### src/rtl/clock_div_bank.sv
// Bank of NCH programmable clock dividers with per-channel enable, deferred ratio updates and tick strobes.
// Optional CLKDIV_SYNC_EN adds a sync_all input that realigns every channel at once.
module clock_div_bank #(
    parameter int          NCH       = 4,
    parameter int          W         = 32,
    parameter int unsigned DEF_RATIO = 1,
    localparam int         CHW       = (NCH > 1) ? $clog2(NCH) : 1
) (
    input  logic             clock,
    input  logic             reset,
    input  logic [NCH-1:0]   en,
    input  logic             cfg_we,
    input  logic [CHW-1:0]   cfg_ch,
    input  logic [W-1:0]     cfg_ratio,
`ifdef CLKDIV_SYNC_EN
    input  logic             sync_all,
`endif
    output logic [NCH-1:0]   clk_div,
    output logic [NCH-1:0]   tick,
    output logic [NCH-1:0]   cfg_pend
);

    logic sync;
`ifdef CLKDIV_SYNC_EN
    assign sync = sync_all;
`else
    assign sync = 1'b0;
`endif

    generate
        for (genvar gi = 0; gi < NCH; gi++) begin : g_ch
            logic [W-1:0] count_reg;
            logic [W-1:0] active_reg;
            logic [W-1:0] pending_reg;
            logic         pend_reg;
            logic         clk_reg;
            logic         tick_reg;
            logic         wr;
            logic         wrap;
            logic [W-1:0] applied;

            // Out-of-range cfg_ch never matches any channel index, so such writes vanish.
            assign wr      = cfg_we && (cfg_ch == CHW'(gi));
            assign wrap    = (active_reg != '0) && (count_reg == active_reg - W'(1));
            // Ratio that takes effect at an update point; a same-cycle write beats an older pending one.
            assign applied = wr ? cfg_ratio : (pend_reg ? pending_reg : active_reg);

            always_ff @(posedge clock) begin
                if (reset) begin
                    count_reg   <= '0;
                    active_reg  <= W'(DEF_RATIO);
                    pending_reg <= '0;
                    pend_reg    <= 1'b0;
                    clk_reg     <= 1'b0;
                    tick_reg    <= 1'b0;
                end else if (sync) begin
                    count_reg  <= '0;
                    active_reg <= applied;
                    pend_reg   <= 1'b0;
                    clk_reg    <= 1'b0;
                    tick_reg   <= 1'b0;
                end else if (!en[gi]) begin
                    tick_reg <= 1'b0;
                    if (wr) begin
                        pending_reg <= cfg_ratio;
                        pend_reg    <= 1'b1;
                    end
                end else if (active_reg == '0) begin
                    // Halted channel: any enabled cycle is an update point.
                    count_reg  <= '0;
                    active_reg <= applied;
                    pend_reg   <= 1'b0;
                    clk_reg    <= 1'b0;
                    tick_reg   <= 1'b0;
                end else if (wrap) begin
                    count_reg  <= '0;
                    active_reg <= applied;
                    pend_reg   <= 1'b0;
                    if (applied == '0) begin
                        clk_reg  <= 1'b0;
                        tick_reg <= 1'b0;
                    end else begin
                        clk_reg  <= ~clk_reg;
                        tick_reg <= 1'b1;
                    end
                end else begin
                    count_reg <= count_reg + W'(1);
                    tick_reg  <= 1'b0;
                    if (wr) begin
                        pending_reg <= cfg_ratio;
                        pend_reg    <= 1'b1;
                    end
                end
            end

            assign clk_div[gi]  = clk_reg;
            assign tick[gi]     = tick_reg;
            assign cfg_pend[gi] = pend_reg;
        end
    endgenerate

endmodule

### config.mk
export PLATFORM = sky130hd
export DESIGN_NAME = clock_div_bank
export DESIGN_NICKNAME = d
export VERILOG_FILES = /design/src/rtl/clock_div_bank.sv
export SDC_FILE = /design/constraint.sdc
export NUM_CORES = 1
export LEC_CHECK = 0
export BUFFER_PORTS_ARGS = -buffer_cell sky130_fd_sc_hd__buf_2
export CAP_MARGIN = 20
export CORE_MARGIN = 8
export CORE_UTILIZATION = 55
export CTS_BUF_LIST = sky130_fd_sc_hd__clkbuf_4 sky130_fd_sc_hd__clkbuf_8
export CTS_CLUSTER_SIZE = 14
export DETAILED_ROUTE_END_ITERATION = 6
export HOLD_SLACK_MARGIN = 0.1
export PLACE_DENSITY_LB_ADDON = 0.15
export SYNTH_ARGS = -nofsm -noshare
export SYNTH_HDL_FRONTEND = slang
export SYNTH_SLANG_ARGS = --single-unit
### constraint.sdc
create_clock -name clock -period 8.93 [get_ports clock]
set_clock_uncertainty 0.1 [all_clocks]
set_input_delay 1.3395 -clock clock [delete_from_list [all_inputs] [get_ports clock]]
set_output_delay 1.3395 -clock clock [all_outputs]
set_load 0.02 [all_outputs]
======== Yosys cells after proc, flatten, opt, wreduce, memory -nomap -nowiden ========
Cells that the tools add are included.
word-level totals
  register bits ........................... 396
  output and inout port bits .............. 12
operators by class
  $add $sub $neg .......................... 8
  equal/unequal tests ..................... 15
  mux-type cells .......................... 72
  bitwise gates (word level) .............. 12
  reduce and logical (&&, ||, !) cells .... 37
operators by type and width
  kind                                                 count
  2-to-1 mux 32 bit                                    40
  zero test 32 bit                                     8
  adder 32 x 1 -> 32 bit (second input constant)       4
  == test 32 bit                                       4
  nonzero test 32 bit                                  4
  subtractor 32 x 1 -> 32 bit (second input constant)  4
  2-to-1 mux 1 bit                                     32
  inequality test 2 bit (second input constant)        8
  AND reduction 2 bit                                  8
  OR reduction 4 bit                                   4
  inverter 1 bit                                       12
  logical AND 1 bit                                    8
  nonzero test 2 bit                                   4
  == test 2 bit (second input constant)                2
  == test 2 x 1 -> 1 bit (second input constant)       1
  zero test 2 bit                                      1

======== Logic depth before layout (Yosys ltp) ========
Gate-level depths: netlist (run 1).
  word-level depth ........................ 7
  mapped depth ............................ 15

======== Least setup slack after synthesis (run 1) ========
OpenSTA, ideal clock, no wires.
  path type ............................... reg2reg
  start point ............................. register g_ch[2].active_reg[0]
  end point ............................... register g_ch[2].pending_reg[10]
  library setup time ...................... 72 ps
  arrival time ............................ 3571 ps
  slack ................................... 5187 ps
  stages on the path, launching flop included .. 14
  buffers on the path ..................... 2
  clock period less this slack ............ 3743 ps
  cell sequence ........................... dfxtp_1 -> inv_1 -> ha_1 -> nor4b_1 -> nand4_1 -> xnor2_1 -> or4_1 -> nor4_1 -> nand3_1 -> o31ai_2 -> a21o_1 -> buf_2 -> buf_2 -> mux2i_1
on the way
  cells in the longest elaborated chain, start to end .. 5
RTL lines
  what                               line  RTL
  start: declaration                 33    logic [W-1:0] active_reg;
  start signal: assignment           51    active_reg <= W'(DEF_RATIO);
  start signal: assignment           58    active_reg <= applied;
  start signal: assignment           71    active_reg <= applied;
  subtractor 32 x 1 -> 32 bit        44    assign wrap = (active_reg != '0) && (count_reg == active_reg - W'(1));
  == test 32 bit                     44
  logical AND 1 bit                  44
  inequality test 2 bit (no line)    n/a
  AND reduction 2 bit (no line) (*)  n/a
  end signal: assignment             65    pending_reg <= cfg_ratio;
  end signal: assignment             90    pending_reg <= cfg_ratio;
  end: declaration                   34    logic [W-1:0] pending_reg;
Every way passes the cells marked *; elsewhere a longest branch is shown, timed or not.
A chain may end at the register's enable or synchronous reset.

======== Final worst setup path (run 1) ========
  start point ............................. register g_ch[1].active_reg[0]
  end point ............................... register g_ch[1].pending_reg[14]
on the way
  cells in the longest elaborated chain, start to end .. 5
RTL lines
  what                               line
  start: declaration                 33
  start signal: assignment           51
  start signal: assignment           58
  start signal: assignment           71
  subtractor 32 x 1 -> 32 bit        44
  == test 32 bit                     44
  logical AND 1 bit                  44
  inequality test 2 bit (no line)    n/a
  AND reduction 2 bit (no line) (*)  n/a
  end signal: assignment             65
  end signal: assignment             90
  end: declaration                   34
Marked as above.

==> impl_results.md, run 1 <==
* Outcome: completed
* Vertical die dimension at 223.0 um
* Area delta synth->final at 6.976%
* Area share of the leading cell type in the synthesized netlist at 33.64%
* CTS tree: built
* Portion of netlist area occupied by mux cells at 10.57%
* Total number of yosys warnings at 0
* Layout cell share with drive strength beyond 1 at 9.600%
* Final RePlAce weighted congestion at 0.9169
* Worst endpoint data arrival time at 5990 ps
* Net switching power of the design at 3394 uW
* Slowest cell on crit path: sky130_fd_sc_hd__a32o_4
* Setup_tns at 0 ps
* Sinks on Clock Net at 396
* CTS Root Cell: sky130_fd_sc_hd__clkbuf_8
* Std-Cell Rows at 76
* Leftover overflow at the end of global routing at 0
* Wirelength per Cell at 21.34 um
* Syn_nets at 3017
* Most used standard cell by instance count after synthesis: sky130_fd_sc_hd__dfxtp_1
* Highest ir drop seen on vdd at 430.0 uV
* Adder and majority cell fraction of the synthesized area at 0.4247%
* Post-DR vias/cell at 6.287
* Worst Max-Slew Pin Slew at 1122 ps
* Count of distinct cell types in the synthesized netlist at 87
* Commonest cells post-synth: 396 x sky130_fd_sc_hd__dfxtp_1, 358 x sky130_fd_sc_hd__nand2_1, 255 x sky130_fd_sc_hd__nor2_1
* Final Max Tran Viols at 0
* Core Box Area at 42700 um^2
* Final count of hold timing violations at 0
* Number of buffers and inverters on the critical path at 2
* Final worst-path cycle share at 61.70%
* Share of async-settable or async-resettable flops after synthesis at 0%
* Iteration-0 DRC count of the detailed router at 2350
* Post-synthesis share of cell area spent on and, or, nand and nor gates at 25.99%
* Delay-heaviest family, CP: simple AND/OR/NAND/NOR gates
* Cell count after synthesis at 2968
* End-of-flow core utilization at 59.05%
* Global-route wire length before repair at 116100 um
* Area of the die at 49730 um^2
* Share of the synthesized netlist area taken by xor and xnor gates at 10.43%
* Pin count of the biggest net entering global routing at 100
* Total routing resource utilization after global routing at 28.83%
* Clk pin slew, worst setup/hold paths at 60 ps
* Count of flip-flops with a built-in enable after synthesis at 0
* Total Nets Final at 2930
* Effective utilization at floorplan at 55.20%
* Maximum level of the CTS H-tree at 3
* Share of total power consumed by net switching at 44.76%
* HP Class: reg2reg
* Post-route DRC at 0
* Vias in the first global route at 20660
* Shortest clock period the worst path allows after layout at 5510 ps
* Number of iterations in the first detailed-routing pass at 5
* Post-route ant nets at 0
* Max_slew headroom at 25.21%
* Routed WL at 74120 um
* Vias after detailed routing at 21830
* RSZ-0062 raised after global routing: no
* Mapped Avg Cell Area at 7.941 um^2
* Most common flop cell mapped by yosys: sky130_fd_sc_hd__dfxtp_1
* Flip-flop and latch count after synthesis at 396
* Cell chain of the critical path: inv_1 > ha_1 > nor3b_1 > nand3_1 > or4_1 > nor3_1 > nor2_1 > nor4b_1 > a32o_4 > buf_4 > or2_2 > a31o_2
* Combinational share of power at 47.9%
* Leak at 0.009350 uW
* Crit Path Category: reg2reg
* PostCTS Resize Cnt at 0
* Share of the yosys chip area belonging to registers at 33.64%
* Area of the mapped netlist at 23570 um^2
* Critical path data required time at 9410 ps
* Nature of the critical path endpoint: flop
* Detail Placement HPWL at 51350 um
* Largest family of logic cells by synthesized area: simple AND/OR/NAND/NOR gates
* CP Max Fanout at 52
* Initial antenna violation count at 0
* Final Setup Violations at 0
* Part of the power in the clock network at 23.2%
* Internal Power at 4187 uW
* Top achievable clock speed at 0.1815 GHz
* Clk_lat worst skew at 670 ps
* Crit-path max cell delay at 710 ps
* Sequential share of power at 28.9%
* Final Worst Setup Slack at 3420 ps
* Post CTS Setup Buffer Count at 0
* Die Wd at 223.0 um
* CTS Hold Buffers Added at 0
* Buffer levels on the longest clock path at 3
* I/O pin count at 53
* Power per cell area at 300.7 nW/um^2
* Largest area contributor in the netlist: sky130_fd_sc_hd__dfxtp_1
* I/O Buffers at 52
* Antenna cells at 0
* Compound-gate portion of the synthesized area at 13.89%
* Dominant cells by area after synthesis: sky130_fd_sc_hd__dfxtp_1 34%, sky130_fd_sc_hd__mux2i_1 10%, sky130_fd_sc_hd__nand2_1 5.7%
* Critical Path Source Type: flop
* CTS Buf Count at 71
* Worst setup slack after placement at 3571 ps
* Number of max-capacitance violations reported at 0
## worst reg2reg max path, stage by stage (launching register included)
cell                      delay, ps
sky130_fd_sc_hd__dfxtp_1        350
sky130_fd_sc_hd__inv_1          110
sky130_fd_sc_hd__ha_1           250
sky130_fd_sc_hd__nor3b_1        550
sky130_fd_sc_hd__nand3_1        490
sky130_fd_sc_hd__or4_1          640
sky130_fd_sc_hd__nor3_1         200
sky130_fd_sc_hd__nor2_1          80
sky130_fd_sc_hd__nor4b_1        380
sky130_fd_sc_hd__a32o_4         710
sky130_fd_sc_hd__buf_4          670
sky130_fd_sc_hd__or2_2          640
sky130_fd_sc_hd__a31o_2         240
## layout make-up
| class | instances | area [um^2] |
|---|---|---|
| multi-input combinational | 2283 | 14490 |
| fill | 3927 | 17480 |
| sequential | 396 | 7933 |
| timing repair buffer | 81 | 504.2 |
| inverter | 48 | 182.7 |
| clock buffer | 111 | 1353 |
| tap | 546 | 683.2 |
| clock inverter | 8 | 65.06 |
## final timing paths
kind                                from                       to  slack [ps]  depth (start not counted)
hold reg to reg   g_ch[0].pending_reg[2]   g_ch[0].pending_reg[2]         360                          2
hold / removal    g_ch[0].pending_reg[2]   g_ch[0].pending_reg[2]         360                          2
setup reg to reg   g_ch[1].active_reg[0]  g_ch[1].pending_reg[14]        3420                         12
setup / recovery   g_ch[1].active_reg[0]  g_ch[1].pending_reg[14]        3420                         12
## through the flow
step           cells  cell area (um^2)  total power, uW  hold slack (ps)
2_1_floorplan   2968             23570             4896            334.4
3_3_place_gp    3353             23770             5717            342.7
3_5_place_dp    3354             23800             5773            348.5
4_1_cts         3473             25210             7540            355.8
5_1_grt         3473             25210             8008            374.6
6_report        3473             25210             7581            355.6
## cell families after synthesis
family,after synthesis
compound gates,514
xor+xnor,279
fa+ha+maj,8
buf+inv,289
flops,396
mux,248
simple gates,1234
## power by group through the flow
| stage | Sequential (uW) | Clock, uW | Combinational, uW |
|---|---|---|---|
| after CTS | 2190 | 1790 | 3570 |
| after global placement | 2220 | 0 | 3500 |
| after global routing | 2210 | 1870 | 3930 |
| after floorplan | 2080 | 0 | 2820 |
| after detailed placement | 2220 | 0 | 3550 |
| final | 2190 | 1760 | 3640 |
## cell usage in the layout, fill, tap and decap left out, types with 7 or more instances in the layout
cell type / instances
sky130_fd_sc_hd__o211ai_1: 53
sky130_fd_sc_hd__a22oi_1: 8
sky130_fd_sc_hd__clkbuf_4: 28
sky130_fd_sc_hd__inv_1: 46
sky130_fd_sc_hd__xnor2_1: 132
sky130_fd_sc_hd__xor2_1: 146
sky130_fd_sc_hd__nand4_1: 71
sky130_fd_sc_hd__nor2_1: 253
sky130_fd_sc_hd__nand4b_1: 7
sky130_fd_sc_hd__buf_2: 51
sky130_fd_sc_hd__and3_1: 41
sky130_fd_sc_hd__and4_1: 10
sky130_fd_sc_hd__nand2_1: 358
sky130_fd_sc_hd__o31ai_1: 13
sky130_fd_sc_hd__and2_1: 30
sky130_fd_sc_hd__nor4_1: 68
sky130_fd_sc_hd__or3_1: 29
sky130_fd_sc_hd__o41ai_1: 26
sky130_fd_sc_hd__mux2i_1: 241
sky130_fd_sc_hd__o21ai_0: 140
sky130_fd_sc_hd__nor3b_1: 12
sky130_fd_sc_hd__a21oi_1: 156
sky130_fd_sc_hd__o22ai_1: 8
sky130_fd_sc_hd__mux2_2: 7
sky130_fd_sc_hd__or4_1: 25
sky130_fd_sc_hd__nand3_1: 103
sky130_fd_sc_hd__nand3b_1: 12
sky130_fd_sc_hd__dfxtp_1: 392
sky130_fd_sc_hd__a31o_2: 33
sky130_fd_sc_hd__or2_2: 9
sky130_fd_sc_hd__ha_1: 8
sky130_fd_sc_hd__nand2b_1: 20
sky130_fd_sc_hd__clkbuf_8: 83
sky130_fd_sc_hd__a22o_1: 7
sky130_fd_sc_hd__nor3_1: 142
sky130_fd_sc_hd__buf_4: 28
## metal layers
| layer | up-vias | wire length, um | global-route usage (%) | share of wire, % |
|---|---|---|---|---|
| met1 | 10430 | 32480 | 38.84 | 44 |
| li1 | 10410 | - | - | - |
| met4 | 0 | 1789 | 9.070 | 2.4 |
| met5 | - | 0 | 0 | 0 |
| met2 | 868 | 33920 | 46.68 | 46 |
| met3 | 123 | 5926 | 4.793 | 8.0 |
No activity file was read; power rests on OpenSTA's default activity.
==> inputs of run 2 (changes only) <==
==> constraint.sdc (replaced) <==
create_clock -name clock -period 5.55 [get_ports clock]
set_clock_uncertainty 0.1 [all_clocks]
set_input_delay 0.8325 -clock clock [delete_from_list [all_inputs] [get_ports clock]]
set_output_delay 0.8325 -clock clock [all_outputs]
set_load 0.02 [all_outputs]
==> impl_results.md, run 2 (synthesized netlist as in run 1, its figures left out) <==
* Outcome: completed
* Die Wd at 223.0 um
* Post-placement cell count at 3356
* Setup_tns at 0 ps
* Post-DR vias/cell at 6.216
* Most used routing layer: met2
* Iteration-0 DRC count of the detailed router at 2360
* Cell chain of the critical path: nor4_2 > nand4_1 > a2111oi_0 > o22ai_1 > nor4_1 > nand3_1 > o31a_2 > nor2_2 > buf_4 > nor3_1
* CTS Buf Count at 73
* Vertical die dimension at 223.0 um
* Global-route track usage on met2 at 44.94%
* Max_slew headroom at 22.82%
* Most frequent cells in the layout: 392 x sky130_fd_sc_hd__dfxtp_1, 358 x sky130_fd_sc_hd__nand2_1, 253 x sky130_fd_sc_hd__nor2_1, 241 x sky130_fd_sc_hd__mux2i_1, 156 x sky130_fd_sc_hd__a21oi_1
* Final Setup Violations at 0
* Final RePlAce weighted congestion at 0.9299
* Met3 capacity usage during global routing at 5.200%
* Area delta synth->final at 8.133%
* Leak at 0.009478 uW
* Area of the die at 49730 um^2
* Total power after layout at 12440 uW
* Nature of the critical path endpoint: flop
* Met1 layer usage reported by global route at 37.82%
* Detail Placement HPWL at 50550 um
* Top achievable clock speed at 0.2128 GHz
* Maximum level of the CTS H-tree at 3
* Post-route ant nets at 0
* CP Max Fanout at 52
* Number of iterations in the first detailed-routing pass at 6
* Initial antenna violation count at 1
* Final count of hold timing violations at 0
* Buffer levels on the longest clock path at 3
* I/O Buffers at 52
* Number of max-capacitance violations reported at 0
* CTS Root Cell: sky130_fd_sc_hd__clkbuf_8
* Antenna cells at 0
* Effective utilization at floorplan at 55.20%
* Crit Path Category: reg2reg
* Critical Path Source Type: flop
* Power per cell area at 488.1 nW/um^2
* HP Class: reg2reg
* Layout cell share with drive strength beyond 1 at 10.12%
* Slowest cell on crit path: sky130_fd_sc_hd__nor4_2
* Vias after detailed routing at 21700
* Final worst-path cycle share at 84.69%
* Std-Cell Rows at 76
* Post CTS Setup Buffer Count at 0
* Highest ir drop seen on vdd at 523.7 uV
* I/O pin count at 53
* Pin count of the biggest net entering global routing at 122
* CTS tree: built
* Layout filler cell count at 3859
* Clk pin slew, worst setup/hold paths at 70 ps
* Clk_lat worst skew at 640 ps
* RSZ-0062 raised after global routing: no
* Routed WL at 72360 um
* CTS Hold Buffers Added at 0
* Global-route wire length before repair at 113000 um
* Final Max Tran Viols at 0
* Post-route DRC at 0
* Worst Max-Slew Pin Slew at 1158 ps
* Total Nets Final at 2937
* Critical path data required time at 5940 ps
* Most common cell after layout, fill and taps aside: sky130_fd_sc_hd__dfxtp_1
* Wirelength per Cell at 20.73 um
* Crit-path max cell delay at 790 ps
* Total routing resource utilization after global routing at 27.91%
* PostCTS Resize Cnt at 0
* Vias in the first global route at 20060
* Shortest clock period the worst path allows after layout at 4700 ps
* Leftover overflow at the end of global routing at 0
* Worst endpoint data arrival time at 5090 ps
* Core Box Area at 42700 um^2
* Sinks on Clock Net at 396
* Number of standard cells in the final layout excluding fillers at 3490
run 2: report_power, final:
| group | total [uW] | switching, uW | leakage [uW] | internal (uW) |
|---|---|---|---|---|
| clock | 3020 | 1290 | 0.000829 | 1730 |
| combinational | 5880 | 3710 | 0.00545 | 2170 |
| sequential | 3540 | 422 | 0.00320 | 3120 |
| total | 12400 | 5420 | 0.00948 | 7020 |
run 2: path summary, 6_finish.rpt:
kind / to / depth (start not counted) / slack, ps / startpoint
worst max-delay path: g_ch[2].count_reg[6] / 10 / 850 / g_ch[2].active_reg[6]
worst min-delay path: g_ch[0].pending_reg[28] / 2 / 360 / g_ch[0].pending_reg[28]
worst max register to register: g_ch[2].count_reg[6] / 10 / 850 / g_ch[2].active_reg[6]
worst min register to register: g_ch[0].pending_reg[28] / 2 / 360 / g_ch[0].pending_reg[28]
run 2: metrics by stage:
step | worst slack [ps] | area [um^2] | util (%) | hold WS, ps
floorplan | 1807 | 23570 | - | 334.4
global placement | 993.5 | 23830 | 55.82 | 341.8
detailed placement | 959.9 | 23860 | 55.88 | 347.7
CTS | 924.1 | 25430 | 59.55 | 355.7
global route | 517.0 | 25490 | 59.69 | 367.1
finish | 849.8 | 25490 | 59.69 | 356.3
run 2: routing by layer:
| layer | vias up | routed length, um | share of wire (%) |
|---|---|---|---|
| li1 | 10430 | - | - |
| met1 | 10350 | 32240 | 45 |
| met2 | 794 | 33070 | 46 |
| met3 | 125 | 5338 | 7.4 |
| met4 | 0 | 1711 | 2.4 |
| met5 | - | 0 | 0 |
run 2: worst max-delay path: cells and delay by family, from the launching register on:
| family | cells | cell delay, ps |
|---|---|---|
| buffers and inverters | 1 | 370 |
| AOI/OAI and AO/OA | 3 | 1530 |
| DFF | 1 | 400 |
| and+or+nand+nor | 6 | 2100 |
run 2: area by class of cell:
| cell class | count | area, um^2 | share of cell area [%] |
|---|---|---|---|
| Inverter | 48 | 182.7 | 0.7168 |
| Timing Repair Buffer | 86 | 629.4 | 2.469 |
| Sequential cell | 396 | 7933 | 31.13 |
| Clock buffer | 113 | 1386 | 5.440 |
| Tap cell | 546 | 683.2 | 2.681 |
| Clock inverter | 18 | 178.9 | 0.7020 |
| Multi-Input combinational cell | 2283 | 14490 | 56.87 |
==> inputs of run 3 (changes only) <==
--- a/config.mk
+++ b/config.mk
@@ -5,6 +5,7 @@
 export SDC_FILE = /design/constraint.sdc
 export NUM_CORES = 1
 export LEC_CHECK = 0
+export ABC_AREA = 1
 export BUFFER_PORTS_ARGS = -buffer_cell sky130_fd_sc_hd__buf_2
 export CAP_MARGIN = 20
 export CORE_MARGIN = 8
==> constraint.sdc (replaced) <==
create_clock -name clock -period 3.76 [get_ports clock]
set_clock_uncertainty 0.1 [all_clocks]
set_input_delay 0.564 -clock clock [delete_from_list [all_inputs] [get_ports clock]]
set_output_delay 0.564 -clock clock [all_outputs]
set_load 0.02 [all_outputs]
==> impl_results.md, run 3 <==
* Outcome: finished, violations left
* Violations in the final reports: DRC
* Post CTS Setup Buffer Count at 0
* Number of cells on the worst reg-to-reg path at 19
* Critical Path Source Type: flop
* Total Nets Final at 4386
* Source of the worst hold timing path: cfg_ratio[5]
* Global-route wire length before repair at 128800 um
* Share of the yosys chip area belonging to registers at 30.08%
* Most used standard cell by instance count after synthesis: sky130_fd_sc_hd__nand2_1
* I/O pin count at 53
* Detail Placement HPWL at 59190 um
* Worst hold path endpoint: g_ch[1].pending_reg[5]
* Area share of the leading cell type in the synthesized netlist at 30.08%
* Final worst-path cycle share at 89.79%
* Maximum level of the CTS H-tree at 3
* Final RePlAce weighted congestion at 0.9585
* CTS Buf Count at 74
* Met3 capacity usage during global routing at 3.734%
* Buffer levels on the longest clock path at 3
* Post-route ant nets at 0
* CP Max Fanout at 62
* RSZ-0062 raised after global routing: no
* Pin count of the biggest net entering global routing at 104
* Total routing resource utilization after global routing at 28.34%
* Mapped Avg Cell Area at 6.044 um^2
* CTS Hold Buffers Added at 0
* Setup crit start: g_ch[1].active_reg[0]
* Met1 layer usage reported by global route at 39.14%
* Iteration-0 DRC count of the detailed router at 2365
* Number of iterations in the first detailed-routing pass at 7
* Most used routing layer: met2
* Post-DR vias/cell at 5.311
* Std-Cell Rows at 80
* Dominant cells by area after synthesis: sky130_fd_sc_hd__dfxtp_1 30%, sky130_fd_sc_hd__nand2_1 16%, sky130_fd_sc_hd__nor2_1 13%
* Post-route DRC at 1
* Syn_nets at 4409
* End-of-flow core utilization at 59.40%
* Critical path data required time at 4210 ps
* Top achievable clock speed at 0.2962 GHz
* Worst endpoint data arrival time at 3820 ps
* Count of flip-flops with a built-in enable after synthesis at 0
* Final Max Tran Viols at 0
* Highest ir drop seen on vdd at 620.7 uV
* Cell count after synthesis at 4360
* Final Worst Setup Slack at 383.9 ps
* Number of max-capacitance violations reported at 0
* Power per cell area at 629.5 nW/um^2
* Count of distinct cell types in the synthesized netlist at 54
* Vertical die dimension at 234.9 um
* Min-Delay Path Depth at 3
* CTS tree: built
* Initial antenna violation count at 1
* Area delta synth->final at 7.169%
* Clk pin slew, worst setup/hold paths at 60 ps
* Wirelength per Cell at 16.10 um
* Share of async-settable or async-resettable flops after synthesis at 0%
* Reg2reg setup slack at 380 ps
* Worst Max-Slew Pin Slew at 674.0 ps
* Clk_lat worst skew at 660 ps
* Area of the mapped netlist at 26350 um^2
* Final Setup Violations at 0
* PostCTS Resize Cnt at 0
* Capturing point of the worst reg2reg path: g_ch[1].pending_reg[28]
* Shortest clock period the worst path allows after layout at 3376 ps
* Leftover overflow at the end of global routing at 0
* Largest area contributor in the netlist: sky130_fd_sc_hd__dfxtp_1
* Nature of the critical path endpoint: flop
* Routed WL at 80610 um
* Worst setup slack after placement at 418.7 ps
* Flip-flop and latch count after synthesis at 396
* Max_slew headroom at 55.02%
* Most common cell after layout, fill and taps aside: sky130_fd_sc_hd__nand2_1
* Setup_tns at 0 ps
* Global-route track usage on met2 at 44.14%
* Most frequent cells in the layout: 1158 x sky130_fd_sc_hd__nand2_1, 933 x sky130_fd_sc_hd__nor2_1, 393 x sky130_fd_sc_hd__dfxtp_1, 388 x sky130_fd_sc_hd__inv_1, 276 x sky130_fd_sc_hd__o21ai_0
* Layout cell share with drive strength beyond 1 at 7.747%
* CTS Root Cell: sky130_fd_sc_hd__clkbuf_8
* Effective utilization at floorplan at 55.43%
* Area of the die at 55170 um^2
* Source of the worst register-to-register timing path: g_ch[1].active_reg[0]
* Most common flop cell mapped by yosys: sky130_fd_sc_hd__dfxtp_1
* Commonest cells post-synth: 1158 x sky130_fd_sc_hd__nand2_1, 934 x sky130_fd_sc_hd__nor2_1, 396 x sky130_fd_sc_hd__dfxtp_1
* Core Box Area at 47550 um^2
* Vias after detailed routing at 26590
* Leak at 0.01288 uW
* Total number of yosys warnings at 0
* I/O Buffers at 52
* Die Wd at 234.9 um
* Vias in the first global route at 24020
* Final count of hold timing violations at 0
* Sinks on Clock Net at 396
* Crit Path Category: reg2reg
* HP Class: in2reg
run 3: cell count changes in the layout (fill, tap and decap cells not counted), sizes merged, moves of 51 or more:
cell	change
nor3	-58
mux2i	-241
nor2	+729
nand3	+143
o21ai	+166
inv	+360
xnor2	-74
a21oi	-51
nand2	+821
run 3: critical path, cell delays in order (launching register included):
cell and delay (ps):
sky130_fd_sc_hd__dfxtp_1 360, sky130_fd_sc_hd__inv_2 90, sky130_fd_sc_hd__ha_1 210, sky130_fd_sc_hd__nand2_1 70, sky130_fd_sc_hd__nor2_1 130, sky130_fd_sc_hd__nand3_1 180
sky130_fd_sc_hd__o21ai_0 350, sky130_fd_sc_hd__nand2_1 80, sky130_fd_sc_hd__nand2_1 90, sky130_fd_sc_hd__nand2_1 50, sky130_fd_sc_hd__nor2_1 80, sky130_fd_sc_hd__nand2_1 70
sky130_fd_sc_hd__nor2_1 110, sky130_fd_sc_hd__nand2_1 140, sky130_fd_sc_hd__nand2_2 110, sky130_fd_sc_hd__nand2_4 180, sky130_fd_sc_hd__nand2_4 540, sky130_fd_sc_hd__nand2_1 140
sky130_fd_sc_hd__nand2_1 110, sky130_fd_sc_hd__nor2_1 60
run 3: how the worst max path moves through the flow:
| stage | slack (ps) | end | cells past startpoint |
|---|---|---|---|
| global placement | 480 | g_ch[2].active_reg[21] | 18 |
| CTS | 350 | g_ch[1].pending_reg[28] | 19 |
| floorplan | 1240 | g_ch[2].active_reg[12] | 17 |
| finish | 380 | g_ch[1].pending_reg[28] | 19 |
| global route | 40 | g_ch[2].active_reg[21] | 18 |
| detailed placement | 420 | g_ch[1].pending_reg[28] | 19 |
run 3: kinds of logic after synthesis:
group | synth area share [%]
simple gates | 42.37
compound gates | 9.990
flops | 30.08
fa+ha+maj | 0.3798
xor+xnor | 7.065
buf+inv | 10.11
run 3: per-stage QoR:
step,instances,hold WS (ps),instance area (um^2),total power (uW)
floorplan,4360,329.6,26350,11740
global placement,4876,341.9,26670,13210
detailed placement,4876,357.0,26670,13250
CTS,5004,126.4,28240,17790
global route,5006,141.9,28240,19230
finish,5006,163.7,28240,17780
run 3: power breakdown:
group          leakage [uW]  total, uW  switching, uW  internal, uW
logic               0.00884       7970           5350          2620
clock network      0.000831       4500           1940          2570
registers           0.00322       5300            604          4700
total                0.0129      17800           7890          9890
run 3: cell type report:
type | instances | area (um^2)
fillers | 4885 | 19300
multi-input cells | 3364 | 15780
flip-flops and latches | 396 | 7931
inverters | 409 | 1545
clock buffers | 117 | 1441
well taps | 615 | 769.5
repair buffers | 92 | 648.1
clock inverters | 11 | 123.9
diodes | 2 | 5.005
run 3: metal layers:
metal / up-vias / wire (um)
met5: - / 0
met4: 0 / 3301
met3: 169 / 5043
met2: 836 / 34340
met1: 11820 / 37920
li1: 13760 / -
